## src/rtl/store_write_buffer.sv

```systemverilog
// store_write_buffer
//
// Store queue between the MEM-stage store-data formatter and the data-memory
// write port. Each legal, aligned store is lane-aligned onto the 32-bit bus,
// given byte strobes, and queued in a DEPTH-entry FIFO. The FIFO head is
// presented to memory over a valid/ready handshake.
//
// Ports:
//   clk, reset        rising-edge clock; synchronous active-high reset
//   StoreValid        store present in MEM this cycle
//   StoreAddr[31:0]   byte address of the store
//   StoreData[31:0]   zero-extended store data
//   StoreControl[2:0] 000 sb, 001 sh, 010 sw; other codes ignored
//   LoadValid         load present in MEM this cycle
//   LoadAddr[31:0]    byte address of the load
//   StallStore        queue full; store must be held in MEM
//   StallLoad         load word matches a pending store; hold in MEM
//   MisalignedStore   store rejected as misaligned (not queued)
//   MemWValid         head entry presented to memory
//   MemWAddr[31:0]    word address of head entry, [1:0] = 00
//   MemWData[31:0]    lane-aligned head data
//   MemWStrb[3:0]     byte enables, bit i covers lane [8i+7:8i]
//   MemWReady         memory accepts the head entry
//   Empty             no pending entries
module store_write_buffer #(
    parameter int unsigned DEPTH = 4
) (
    input  logic        clk,
    input  logic        reset,
    input  logic        StoreValid,
    input  logic [31:0] StoreAddr,
    input  logic [31:0] StoreData,
    input  logic [2:0]  StoreControl,
    input  logic        LoadValid,
    input  logic [31:0] LoadAddr,
    output logic        StallStore,
    output logic        StallLoad,
    output logic        MisalignedStore,
    output logic        MemWValid,
    output logic [31:0] MemWAddr,
    output logic [31:0] MemWData,
    output logic [3:0]  MemWStrb,
    input  logic        MemWReady,
    output logic        Empty
);

    localparam int unsigned PTR_W = $clog2(DEPTH);
    localparam int unsigned CNT_W = PTR_W + 1;

    typedef logic [PTR_W-1:0] ptr_t;
    typedef logic [CNT_W-1:0] cnt_t;

    typedef enum logic [2:0] {
        CTRL_SB = 3'b000,
        CTRL_SH = 3'b001,
        CTRL_SW = 3'b010
    } store_ctrl_e;

    // Entry storage: only the word address is kept; [1:0] is always 00.
    logic [29:0] waddr_q [DEPTH];
    logic [29:0] waddr_d [DEPTH];
    logic [31:0] wdata_q [DEPTH];
    logic [31:0] wdata_d [DEPTH];
    logic [3:0]  wstrb_q [DEPTH];
    logic [3:0]  wstrb_d [DEPTH];
    logic [DEPTH-1:0] vld_q, vld_d;

    ptr_t head_q, head_d;
    ptr_t tail_q, tail_d;
    cnt_t count_q, count_d;

    logic        legal_code;
    logic        aligned;
    logic        full;
    logic        enq;
    logic        deq;
    logic [31:0] fmt_data;
    logic [3:0]  fmt_strb;
    logic        load_hit;

    // Byte offset bits of the load address never affect the word match.
    logic unused_load_offset;
    assign unused_load_offset = ^LoadAddr[1:0];

    // Decode, alignment and lane formatting of the incoming store.
    always_comb begin
        legal_code = 1'b0;
        aligned    = 1'b0;
        fmt_data   = '0;
        fmt_strb   = '0;
        case (StoreControl)
            CTRL_SB: begin
                legal_code = 1'b1;
                aligned    = 1'b1;
                fmt_data   = {4{StoreData[7:0]}};
                fmt_strb   = 4'b0001 << StoreAddr[1:0];
            end
            CTRL_SH: begin
                legal_code = 1'b1;
                aligned    = ~StoreAddr[0];
                fmt_data   = {2{StoreData[15:0]}};
                fmt_strb   = StoreAddr[1] ? 4'b1100 : 4'b0011;
            end
            CTRL_SW: begin
                legal_code = 1'b1;
                aligned    = (StoreAddr[1:0] == 2'b00);
                fmt_data   = StoreData;
                fmt_strb   = 4'b1111;
            end
            default: begin
                legal_code = 1'b0;
                aligned    = 1'b0;
            end
        endcase
    end

    assign full            = (count_q == cnt_t'(DEPTH));
    assign Empty           = (count_q == '0);
    assign MemWValid       = ~Empty;
    assign MisalignedStore = StoreValid & legal_code & ~aligned;
    // Full rejects even if the head drains this cycle: no pass-through.
    assign StallStore      = StoreValid & legal_code & aligned & full;
    assign enq             = StoreValid & legal_code & aligned & ~full;
    assign deq             = MemWValid & MemWReady;

    assign MemWAddr = {waddr_q[head_q], 2'b00};
    assign MemWData = wdata_q[head_q];
    assign MemWStrb = wstrb_q[head_q];

    // Load hazard: any pending entry, including a head being drained now.
    always_comb begin
        load_hit = 1'b0;
        for (int unsigned i = 0; i < DEPTH; i++) begin
            if (vld_q[i] && (waddr_q[i] == LoadAddr[31:2])) begin
                load_hit = 1'b1;
            end
        end
    end

    assign StallLoad = LoadValid & load_hit;

    // Next-state for queue storage and pointers.
    always_comb begin
        waddr_d = waddr_q;
        wdata_d = wdata_q;
        wstrb_d = wstrb_q;
        vld_d   = vld_q;
        head_d  = head_q;
        tail_d  = tail_q;
        count_d = count_q;

        if (enq) begin
            waddr_d[tail_q] = StoreAddr[31:2];
            wdata_d[tail_q] = fmt_data;
            wstrb_d[tail_q] = fmt_strb;
            vld_d[tail_q]   = 1'b1;
            tail_d          = tail_q + ptr_t'(1);
        end

        // enq and deq never touch the same slot: enq needs !full, deq needs
        // !empty, so tail==head cannot occur when both fire.
        if (deq) begin
            vld_d[head_q] = 1'b0;
            head_d        = head_q + ptr_t'(1);
        end

        case ({enq, deq})
            2'b10:   count_d = count_q + cnt_t'(1);
            2'b01:   count_d = count_q - cnt_t'(1);
            default: count_d = count_q;
        endcase
    end

    always_ff @(posedge clk) begin
        if (reset) begin
            for (int unsigned i = 0; i < DEPTH; i++) begin
                waddr_q[i] <= '0;
                wdata_q[i] <= '0;
                wstrb_q[i] <= '0;
            end
            vld_q   <= '0;
            head_q  <= '0;
            tail_q  <= '0;
            count_q <= '0;
        end else begin
            for (int unsigned i = 0; i < DEPTH; i++) begin
                waddr_q[i] <= waddr_d[i];
                wdata_q[i] <= wdata_d[i];
                wstrb_q[i] <= wstrb_d[i];
            end
            vld_q   <= vld_d;
            head_q  <= head_d;
            tail_q  <= tail_d;
            count_q <= count_d;
        end
    end

endmodule

```

## config.mk

```make
export PLATFORM = sky130hd
export DESIGN_NAME = store_write_buffer
export DESIGN_NICKNAME = d
export VERILOG_FILES = /design/src/rtl/store_write_buffer.sv
export SDC_FILE = /design/constraint.sdc
export NUM_CORES = 1
export LEC_CHECK = 0
export ABC_AREA = 1
export BUFFER_PORTS_ARGS = -buffer_cell sky130_fd_sc_hd__buf_2
export CAP_MARGIN = 20
export CORE_MARGIN = 1
export CORE_UTILIZATION = 30
export CTS_CLUSTER_DIAMETER = 30
export DETAILED_ROUTE_END_ITERATION = 16
export PLACE_DENSITY = 0.56
export SLEW_MARGIN = 20
export SYNTH_ARGS = -nofsm -noshare
export SYNTH_HDL_FRONTEND = slang
export SYNTH_SLANG_ARGS = --single-unit
```

## constraint.sdc

```tcl
create_clock -name clk -period 2.1 [get_ports clk]
set_clock_uncertainty 0.15 [all_clocks]
set_input_delay 0.315 -clock clk [delete_from_list [all_inputs] [get_ports clk]]
set_output_delay 0.315 -clock clk [all_outputs]
set_load 0.01 [all_outputs]
```

==> results.sh, run 1 <==
export IMPL_clk_pin_slew_ns=0.05
export IMPL_finalWorstSetupSlack_ns=-0.280
export IMPL_cp_max_fo=3
export IMPL_async_reset_ff_frac=0
export IMPL_reg2reg_slack_ns=0.02
export IMPL_avgSynthCellArea_sq_um=6.57
export IMPL_clock_path_buffers=3
export IMPL_drv_cap=0
export IMPL_seq_area_frac_synth=0.403
export IMPL_wl_per_cell_um=18.3
export IMPL_hpwl_um=35200
export IMPL_violations="negative setup slack"
export IMPL_hold_violations=0
export IMPL_r2r_cells=11
export IMPL_clkSinkCount=275
export IMPL_clock_root_buffer="clkbuf_16"
export IMPL_fin_crit_sh=1.13
export IMPL_utilization=0.428
export IMPL_final_max_slew_viol_count=0
export IMPL_crit_chain="xnor2_2 -> nand2_1 -> nor2_1 -> nand2_1 -> nor2_2 -> nand2_1 -> nand2_1 -> nor2_2 -> nor2_1 -> buf_2"
export IMPL_ys_flop_type="dfxtp_1"
export IMPL_cts_tree="built"
export IMPL_drc=0
export IMPL_timing_critical_path_buf_inv=1
export IMPL_dr_pass1_iters=5
export IMPL_via_count=15100
export IMPL_layout_common_cells="nor2_1, o21ai_0, nand2_1, dfxtp_1, a21oi_1"
export IMPL_setup_viol=67
export IMPL_grt_pass1_vias=14100
export IMPL_ant_nets=0
export IMPL_cp_top_family="simple AND/OR/NAND/NOR gates"
export IMPL_mostFrequentLayoutCell="nor2_1"
export IMPL_grt_usage=0.224
export IMPL_max_clock_freq_mhz=420
export IMPL_worst_hold_slack_ns=0.0390
export IMPL_wl_um=54200
export IMPL_synth_edf_count=0
export IMPL_yosys_register_bits=275
export IMPL_vdd_drop_max_v=0.000637
export IMPL_die_area_sq_um=46400
export IMPL_htreeDepth=3
export IMPL_fp_dieH_um=216
export IMPL_cellPowerDensity_nw_per_um2=926
export IMPL_hp_class="in2reg"
export IMPL_cp_end_kind="output port"
export IMPL_cp_common_cell="nand2_1"
export IMPL_viasPerCell=5.10
export IMPL_ys_warnings_count=0
export IMPL_p_leak_uw=0.00866
export IMPL_worst_pin_slew_ns=0.636
export IMPL_status="complete, but fails checks"
export IMPL_total_power_uw=17700
export IMPL_boundaryPins=177
export IMPL_dp_cells=2799
export IMPL_max_stage_delay_ns=0.38
export IMPL_crit_path_top_delay_cell="dfxtp_1"
export IMPL_drive_above_1_share=0.220
export IMPL_drt_iter0_markers=1405
export IMPL_cts_buffers=66
export IMPL_rsz0062_at_grt="true"
export IMPL_clock_latency_ns=0.55
export IMPL_grt_max_degree=56
export IMPL_finalWorstPathRequiredPeriod_ns=2.38
export IMPL_grt_pass1_wl_um=81500
export IMPL_antenna_found_initial=1
export IMPL_cp_num_cells=10
export IMPL_syn_area_sq_um=13700
export IMPL_holdPathStages=3
export IMPL_grt_overflow_total=0
export IMPL_critPathRequiredTime_ns=1.63
export IMPL_cp_arrival_ns=1.91
export IMPL_placed_area_sq_um=15700
export IMPL_coreArea_sq_um=44600
export IMPL_rows=77
export IMPL_portBuffers=172
export IMPL_fillers=4566
export IMPL_nets=2439
export IMPL_maxSlewHeadroom=0.572
export IMPL_synth_cells=2081
export IMPL_setup_worst_path_class="reg2out"
export IMPL_finalInstanceArea_sq_um=19100
export IMPL_crit_path_start_kind="flip-flop"
export IMPL_initial_core_util=0.307
export IMPL_syn2layout_area_growth_pct=39.6
export IMPL_die_w_um=216
export IMPL_ys_types=35
export IMPL_stdcell_count=2968
export IMPL_gp_congestion=0.925
## metrics by stage
| stage | TNS [ns] | setup slack (ns) |
|---|---|---|
| 6_report | -12.27 | -0.280 |
| 5_1_grt | -17.02 | -0.368 |
| 4_1_cts | -12.83 | -0.274 |
| 3_5_place_dp | -0.686 | -0.169 |
| 3_3_place_gp | -0.465 | -0.178 |
| 2_1_floorplan | 0 | 0.0109 |
## layout make-up
type,instances,area (sq um),area share
Multi-Input combinational cell,1478,7300,0.383
Sequential cell,275,5560,0.291
Timing Repair Buffer,308,2460,0.129
Clock buffer,95,1920,0.101
Inverter,196,753,0.0394
Tap cell,592,741,0.0388
Clock inverter,23,348,0.0182
Antenna cell,1,2.50,0.000131
## path summary, 6_finish.rpt
path | endpoint | start
worst max-delay path | StallLoad | waddr_q[114]
worst min register to register | wstrb_q[10] | wstrb_q[10]
worst min-delay path | wdata_q[68] | StoreData[4]
worst max register to register | count_q[1] | count_q[2]
## cell families (layout without fill, tap and decap cells)
family | Yosys count | after routing | synth area share
compound gates | 683 | 683 | 0.259
xor+xnor | 33 | 33 | 0.0211
fa+ha+maj | 10 | 10 | 0.00970
buf+inv | 329 | 622 | 0.0942
flops | 275 | 275 | 0.403
other cells | 1 | 3 | 0.000274
simple gates | 750 | 750 | 0.213
## cell usage after synthesis (3+ instances only)
| library cell | n | area (sq um) |
|---|---|---|
| a21boi_0 | 4 | 30.0 |
| nand2_1 | 320 | 1200 |
| nor2_2 | 3 | 18.8 |
| buf_1 | 5 | 18.8 |
| inv_1 | 191 | 717 |
| nand4_1 | 14 | 87.6 |
| ha_1 | 9 | 113 |
| buf_2 | 28 | 140 |
| buf_4 | 5 | 37.5 |
| inv_2 | 4 | 15.0 |
| clkbuf_1 | 95 | 357 |
| a211oi_1 | 8 | 60.1 |
| nand3_1 | 5 | 25.0 |
| nor2_1 | 401 | 1510 |
| o211ai_1 | 6 | 45.0 |
| a22o_1 | 3 | 26.3 |
| xnor2_1 | 29 | 254 |
| o21ai_0 | 404 | 2020 |
| xor2_1 | 4 | 35.0 |
| dfxtp_1 | 275 | 5510 |
| a21oi_1 | 204 | 1020 |
| o22ai_1 | 47 | 294 |
## worst reg2reg max path: stages, from the launching register on
cell	delay (ns)
dfxtp_2	0.32
buf_4	0.13
nor3_4	0.27
inv_2	0.09
nand2_4	0.11
inv_2	0.07
ha_4	0.15
inv_2	0.06
fa_2	0.43
nor2_1	0.10
a21oi_1	0.05
nor2_1	0.08
## sequential cells by signal, summed over array words and instances, names as in the netlist
name and cells:
wdata_q 128, waddr_q 120, wstrb_q 16, vld_q 4, count_q 3, head_q 2
tail_q 2
## report_power, final
| group | switching, uW | internal (uW) | leakage [uW] |
|---|---|---|---|
| clock | 3200 | 7290 | 0.00111 |
| combinational | 1140 | 723 | 0.00532 |
| sequential | 41.7 | 5290 | 0.00224 |
| total | 4380 | 13300 | 0.00866 |
## what timing repair did
item	4_1_cts	5_1_grt
cloned	2	5
endpoints found under the hold margin	131	0
endpoints found under the setup margin	71	77
buffers inserted	3	5
gates resized for setup	83	111
hold buffers	35	0
pin swaps	25	49
## routing by layer
| layer | part of all wire | up-vias | global-route usage |
|---|---|---|---|
| met5 | 0 | - | 0 |
| met3 | 0.079 | 92 | 0.0447 |
| met4 | 0.023 | 0 | 0.0702 |
| met2 | 0.46 | 671 | 0.365 |
| li1 | - | 7312 | - |
| met1 | 0.44 | 7058 | 0.296 |
Note: power is estimated with default switching activity, not from simulation.
==> inputs of run 2 (changes only) <==
--- a/config.mk
+++ b/config.mk
@@ -12,7 +12,7 @@
 export CORE_UTILIZATION = 30
 export CTS_CLUSTER_DIAMETER = 30
 export DETAILED_ROUTE_END_ITERATION = 16
-export PLACE_DENSITY = 0.56
+export PLACE_DENSITY_LB_ADDON = 0.3
 export SLEW_MARGIN = 20
 export SYNTH_ARGS = -nofsm -noshare
 export SYNTH_HDL_FRONTEND = slang
==> run 2 against run 1 <==
Effect of this change:
- the flow still finishes with violations (negative setup slack)
- via count grew 3.9%
- maximum frequency shrank 3.6%
- core utilization grew 3.7 points
- clock power shrank 6%
- first-iteration DRC count grew 13%
- wire length grew 11%
- register-to-register slack gained 0.06 ns
- clock-buffer cell count shrank 28
- setup slack lost 0.088 ns
- hold slack lost 0.019 ns
- global-route usage grew 1.5 points
- total power grew 0.15%
- highest routed layer is now met5
==> results.sh, run 2 (same netlist as run 1, synthesis figures left out) <==
export IMPL_status="complete, but fails checks"
export IMPL_violations="negative setup slack"
export IMPL_clkSinkCount=275
export IMPL_clock_path_buffers=3
export IMPL_crit_path_start_kind="flip-flop"
export IMPL_final_max_slew_viol_count=0
export IMPL_syn2layout_area_growth_pct=51.7
export IMPL_largest_register="wdata_q"
export IMPL_finalWorstPathRequiredPeriod_ns=2.47
export IMPL_p_seq_frac=0.301
export IMPL_fin_crit_sh=1.18
export IMPL_power_switching_uw=4600
export IMPL_clock_root_buffer="clkbuf_16"
export IMPL_boundaryPins=177
export IMPL_grt_max_degree=56
export IMPL_viasPerCell=5.23
export IMPL_via_count=15700
export IMPL_coreArea_sq_um=44600
export IMPL_p_leak_uw=0.00914
export IMPL_drv_cap=0
export IMPL_nets=2479
export IMPL_setup_viol=67
export IMPL_fin_setup_tns_ns=-14.71
export IMPL_critPathRequiredTime_ns=1.63
export IMPL_largest_reg_flops=128
export IMPL_portBuffers=172
export IMPL_grt_pass1_wl_um=86200
export IMPL_worstReg2RegStart="count_q[2]"
export IMPL_hold_violations=0
export IMPL_initial_core_util=0.307
export IMPL_max_clock_freq_mhz=405
export IMPL_switching_share=0.259
export IMPL_htreeDepth=2
export IMPL_die_area_sq_um=46400
export IMPL_r2r_cells=11
export IMPL_cp_arrival_ns=2.00
export IMPL_pwr_share_comb=0.139
export IMPL_cell_internal_pwr_uw=13100
export IMPL_pwr_share_clk=0.560
export IMPL_cp_max_fo=5
export IMPL_multi_input_area_sq_um=8040
export IMPL_clk_pin_slew_ns=0.05
export IMPL_hpwl_um=35100
export IMPL_ant_nets=0
export IMPL_clock_latency_ns=0.57
export IMPL_die_w_um=216
export IMPL_cellPowerDensity_nw_per_um2=854
export IMPL_drc=0
export IMPL_fillers=4366
export IMPL_grt_pass1_vias=14600
export IMPL_worst_pin_slew_ns=0.773
export IMPL_reg_top3="wdata_q (128), waddr_q (120), wstrb_q (16)"
export IMPL_hp_class="in2reg"
export IMPL_antenna_found_initial=2
export IMPL_layout_common_cells="nor2_1, o21ai_0, nand2_1, dfxtp_1, inv_1"
export IMPL_holdPathStages=3
export IMPL_maxSlewHeadroom=0.479
export IMPL_wl_per_cell_um=20.0
export IMPL_final_seq_area_sq_um=5560
export IMPL_cts_buffers=58
export IMPL_dp_cells=2789
export IMPL_rows=77
export IMPL_grt_usage=0.239
export IMPL_fp_dieH_um=216
export IMPL_drt_iter0_markers=1583
export IMPL_drive_above_1_share=0.289
export IMPL_wl_um=60100
export IMPL_reg2reg_slack_ns=0.08
export IMPL_cp_startpoint="head_q[0]"
export IMPL_cp_end_kind="output port"
export IMPL_setup_worst_path_class="reg2out"
export IMPL_vdd_drop_max_v=0.000781
export IMPL_stdcell_count=3005
export IMPL_cts_tree="built"
export IMPL_worstHoldStart="StoreData[12]"
export IMPL_r2r_end="count_q[1]"
export IMPL_gp_congestion=0.930
export IMPL_mostFrequentLayoutCell="nor2_1"
export IMPL_rsz0062_at_grt="true"
export IMPL_grt_overflow_total=0
export IMPL_crit_end="MemWData[15]"
export IMPL_finalWorstSetupSlack_ns=-0.368
export IMPL_dr_pass1_iters=6
## run 2: changes by cell type in the layout (fill, tap and decap cells not counted), moves of 10 or more
| cell | previous run | this run |
|---|---|---|
| buf_16 | 5 | 21 |
| o21ai_2 | 3 | 40 |
| o21ai_1 | 29 | 41 |
| clkbuf_8 | 14 | 4 |
| buf_12 | 20 | 35 |
| buf_6 | 7 | 24 |
| a21oi_1 | 197 | 167 |
| nor2_1 | 392 | 370 |
| o22ai_1 | 31 | 14 |
| a21oi_2 | 7 | 32 |
| nor2_2 | 7 | 24 |
| o21ai_4 | 1 | 25 |
| o22ai_2 | 16 | 30 |
| o21ai_0 | 374 | 301 |
## run 2: layout make-up
class | count | share of cell area
clock inverter | 40 | 0.0282
clock buffer | 67 | 0.0735
tap | 592 | 0.0357
sequential | 275 | 0.268
inverter | 196 | 0.0370
antenna | 1 | 0.000121
timing repair buffer | 355 | 0.170
timing repair inverter | 1 | 0.000784
multi-input combinational | 1478 | 0.387
## run 2: repair_timing
| item | in CTS | in global routing |
|---|---|---|
| resized for setup | 201 | 295 |
| gates cloned | 21 | 16 |
| setup buffers | 20 | 24 |
| setup endpoints to repair | 70 | 76 |
| hold endpoints to repair | 135 | 0 |
| pin swaps | 32 | 105 |
| hold buffers | 34 | 0 |
## run 2: layer usage
metal | GRT usage | part of all wire | up-vias
li1 | - | - | 7397
met1 | 0.314 | 0.42 | 7378
met2 | 0.392 | 0.46 | 814
met3 | 0.0423 | 0.082 | 137
met4 | 0.0830 | 0.035 | 2
met5 | 0 | 0.00012 | -
## run 2: per-stage QoR
| step | area, sq um | utilization | setup slack, ns | total power (uW) | hold WS, ns |
|---|---|---|---|---|---|
| after floorplan | 13700 | - | 0.0109 | 6240 | 0.285 |
| after global placement | 15600 | 0.351 | -0.149 | 7010 | 0.295 |
| after detailed placement | 15600 | 0.351 | -0.175 | 7010 | 0.313 |
| after CTS | 19400 | 0.436 | -0.300 | 17400 | 0.000283 |
| after global routing | 20800 | 0.465 | -0.409 | 18200 | 0.0318 |
| final | 20800 | 0.465 | -0.368 | 17700 | 0.0199 |
## run 2: power by group through the flow
| stage | logic, uW | registers, uW | clock network [uW] |
|---|---|---|---|
| 4_1_cts | 2080 | 5320 | 9990 |
| 6_report | 2460 | 5330 | 9920 |
| 5_1_grt | 2600 | 5330 | 10300 |
| 2_1_floorplan | 833 | 5410 | 0 |
| 3_3_place_gp | 1590 | 5420 | 0 |
| 3_5_place_dp | 1590 | 5420 | 0 |
## run 2: critical path, stage by stage (launching register included)
cell     delay, ns
dfxtp_4       0.42
buf_12        0.13
buf_12        0.13
buf_16        0.14
buf_6         0.10
o21ai_4       0.05
o22ai_2       0.25
buf_2         0.18
## run 2: how the worst min path moves through the flow
stage	to	slack (ns)
finish	wdata_q[76]	0.02
global route	wdata_q[76]	0.03
CTS	wdata_q[76]	0.0003
detailed placement	wstrb_q[10]	0.31
global placement	wstrb_q[10]	0.29
floorplan	wstrb_q[10]	0.29
==> inputs of run 3 (changes only) <==
--- a/config.mk
+++ b/config.mk
@@ -17,3 +17,4 @@
 export SYNTH_ARGS = -nofsm -noshare
 export SYNTH_HDL_FRONTEND = slang
 export SYNTH_SLANG_ARGS = --single-unit
+export TNS_END_PERCENT = 50
==> run 3 against run 2 <==
Effect of this change:
- the flow still finishes with violations (negative setup slack)
- register-to-register slack got worse by 0.12 ns
- hold slack better by 0.0086 ns
- total power down 0.16%
- highest routed layer is now met4
==> results.sh, run 3 (same netlist as run 1, synthesis figures left out) <==
export IMPL_cp_max_fo=6
export IMPL_wl_per_cell_um=20.1
export IMPL_hold_violations=0
export IMPL_drc=0
export IMPL_nets=2472
export IMPL_die_area_sq_um=46400
export IMPL_hpwl_um=35100
export IMPL_placed_area_sq_um=15600
export IMPL_switching_share=0.258
export IMPL_critPathRequiredTime_ns=1.63
export IMPL_wl_um=60200
export IMPL_drt_iter0_markers=1503
export IMPL_fin_crit_sh=1.16
export IMPL_final_max_slew_viol_count=0
export IMPL_cell_internal_pwr_uw=13100
export IMPL_dr_pass1_iters=8
export IMPL_viasPerCell=5.26
export IMPL_rows=77
export IMPL_htreeDepth=2
export IMPL_drv_cap=0
export IMPL_setup_worst_path_class="reg2out"
export IMPL_largest_reg_flops=128
export IMPL_reg_top3="wdata_q (128), waddr_q (120), wstrb_q (16)"
export IMPL_boundaryPins=177
export IMPL_clock_path_buffers=3
export IMPL_finalWorstPathRequiredPeriod_ns=2.44
export IMPL_cts_tree="built"
export IMPL_via_count=15800
export IMPL_initial_core_util=0.307
export IMPL_dp_slack_ns=-0.175
export IMPL_antenna_found_initial=1
export IMPL_grt_pass1_vias=14500
export IMPL_setup_viol=68
export IMPL_p_seq_frac=0.301
export IMPL_portBuffers=172
export IMPL_reg2reg_slack_ns=-0.04
export IMPL_clock_root_buffer="clkbuf_16"
export IMPL_syn2layout_area_growth_pct=50.6
export IMPL_dp_cells=2789
export IMPL_crit_end="MemWData[12]"
export IMPL_clkSinkCount=275
export IMPL_grt_usage=0.236
export IMPL_worst_pin_slew_ns=0.788
export IMPL_utilization=0.462
export IMPL_r2r_cells=11
export IMPL_pwr_share_clk=0.561
export IMPL_stdcell_count=2999
export IMPL_maxSlewHeadroom=0.469
export IMPL_final_seq_area_sq_um=5560
export IMPL_die_w_um=216
export IMPL_clock_latency_ns=0.56
export IMPL_finalInstanceArea_sq_um=20600
export IMPL_coreArea_sq_um=44600
export IMPL_gp_congestion=0.930
export IMPL_clk_pin_slew_ns=0.05
export IMPL_largest_register="wdata_q"
export IMPL_grt_pass1_wl_um=85200
export IMPL_max_clock_freq_mhz=409
export IMPL_power_switching_uw=4570
export IMPL_crit_path_start_kind="flip-flop"
export IMPL_multi_input_area_sq_um=7920
export IMPL_ant_nets=0
export IMPL_fillers=4376
export IMPL_cp_end_kind="output port"
export IMPL_hp_class="in2reg"
export IMPL_status="complete, but fails checks"
export IMPL_pwr_share_comb=0.138
export IMPL_drive_above_1_share=0.272
export IMPL_vdd_drop_max_v=0.000759
export IMPL_grt_overflow_total=0
export IMPL_finalWorstSetupSlack_ns=-0.345
export IMPL_cts_buffers=58
export IMPL_r2r_end="count_q[1]"
export IMPL_rsz0062_at_grt="true"
export IMPL_cp_arrival_ns=1.98
export IMPL_grt_max_degree=56
export IMPL_fp_dieH_um=216
export IMPL_worstHoldStart="StoreData[2]"
export IMPL_cp_startpoint="head_q[0]"
export IMPL_mostFrequentLayoutCell="nor2_1"
export IMPL_worstReg2RegStart="count_q[2]"
export IMPL_layout_common_cells="nor2_1, o21ai_0, nand2_1, dfxtp_1, inv_1"
export IMPL_p_leak_uw=0.00915
export IMPL_cellPowerDensity_nw_per_um2=858
export IMPL_violations="negative setup slack"
==> run 3: power by group through the flow <==
stage	clock network, uW	logic [uW]	registers, uW
after global routing	10300	2580	5330
after global placement	0	1590	5420
final	9910	2440	5330
after floorplan	0	833	5410
after detailed placement	0	1590	5420
after CTS	9990	2010	5320
==> run 3: critical path, cell delays in order (launching register included) <==
cell and delay (ns):
dfxtp_4 0.45, buf_6 0.16, buf_8 0.15, buf_16 0.15, o21ai_1 0.08, o22ai_1 0.23
buf_2 0.18
==> run 3: cell type report <==
| cell class | count | area share |
|---|---|---|
| Timing Repair Buffer | 348 | 0.169 |
| Timing Repair inverter | 1 | 0.000790 |
| Inverter | 196 | 0.0369 |
| Antenna cell | 2 | 0.000243 |
| Clock buffer | 67 | 0.0740 |
| Multi-Input combinational cell | 1478 | 0.385 |
| Sequential cell | 275 | 0.270 |
| Clock inverter | 40 | 0.0284 |
| Tap cell | 592 | 0.0360 |
==> run 3: worst min-delay path by stage <==
stage	to	slack, ns	cells past startpoint
5_1_grt	wdata_q[76]	0.04	3
3_5_place_dp	wstrb_q[10]	0.31	1
6_report	wdata_q[66]	0.03	3
3_3_place_gp	wstrb_q[10]	0.29	1
4_1_cts	wdata_q[76]	0.0003	3
2_1_floorplan	wstrb_q[10]	0.29	1
==> run 3: per-layer routing <==
metal,vias to the layer above,share of wire,global-route usage
li1,7385,-,-
met1,7429,0.42,0.311
met2,827,0.46,0.386
met3,141,0.085,0.0407
met4,0,0.035,0.0794
met5,-,0,0
==> run 3: metrics by stage <==
stage	total power [uW]	setup TNS (ns)	hold WS, ns
final	17700	-17.10	0.0285
after global placement	7010	-0.283	0.295
after floorplan	6240	0	0.285
after CTS	17300	-13.31	0.000283
after global routing	18200	-20.26	0.0359
after detailed placement	7010	-0.510	0.313
==> run 3: what timing repair did <==
action	4_1_cts	5_1_grt
hold buffers	34	0
pin swaps	26	63
cloned	18	21
setup endpoints to repair	70	74
setup buffers	15	16
hold endpoints to repair	135	0
gates resized for setup	153	255
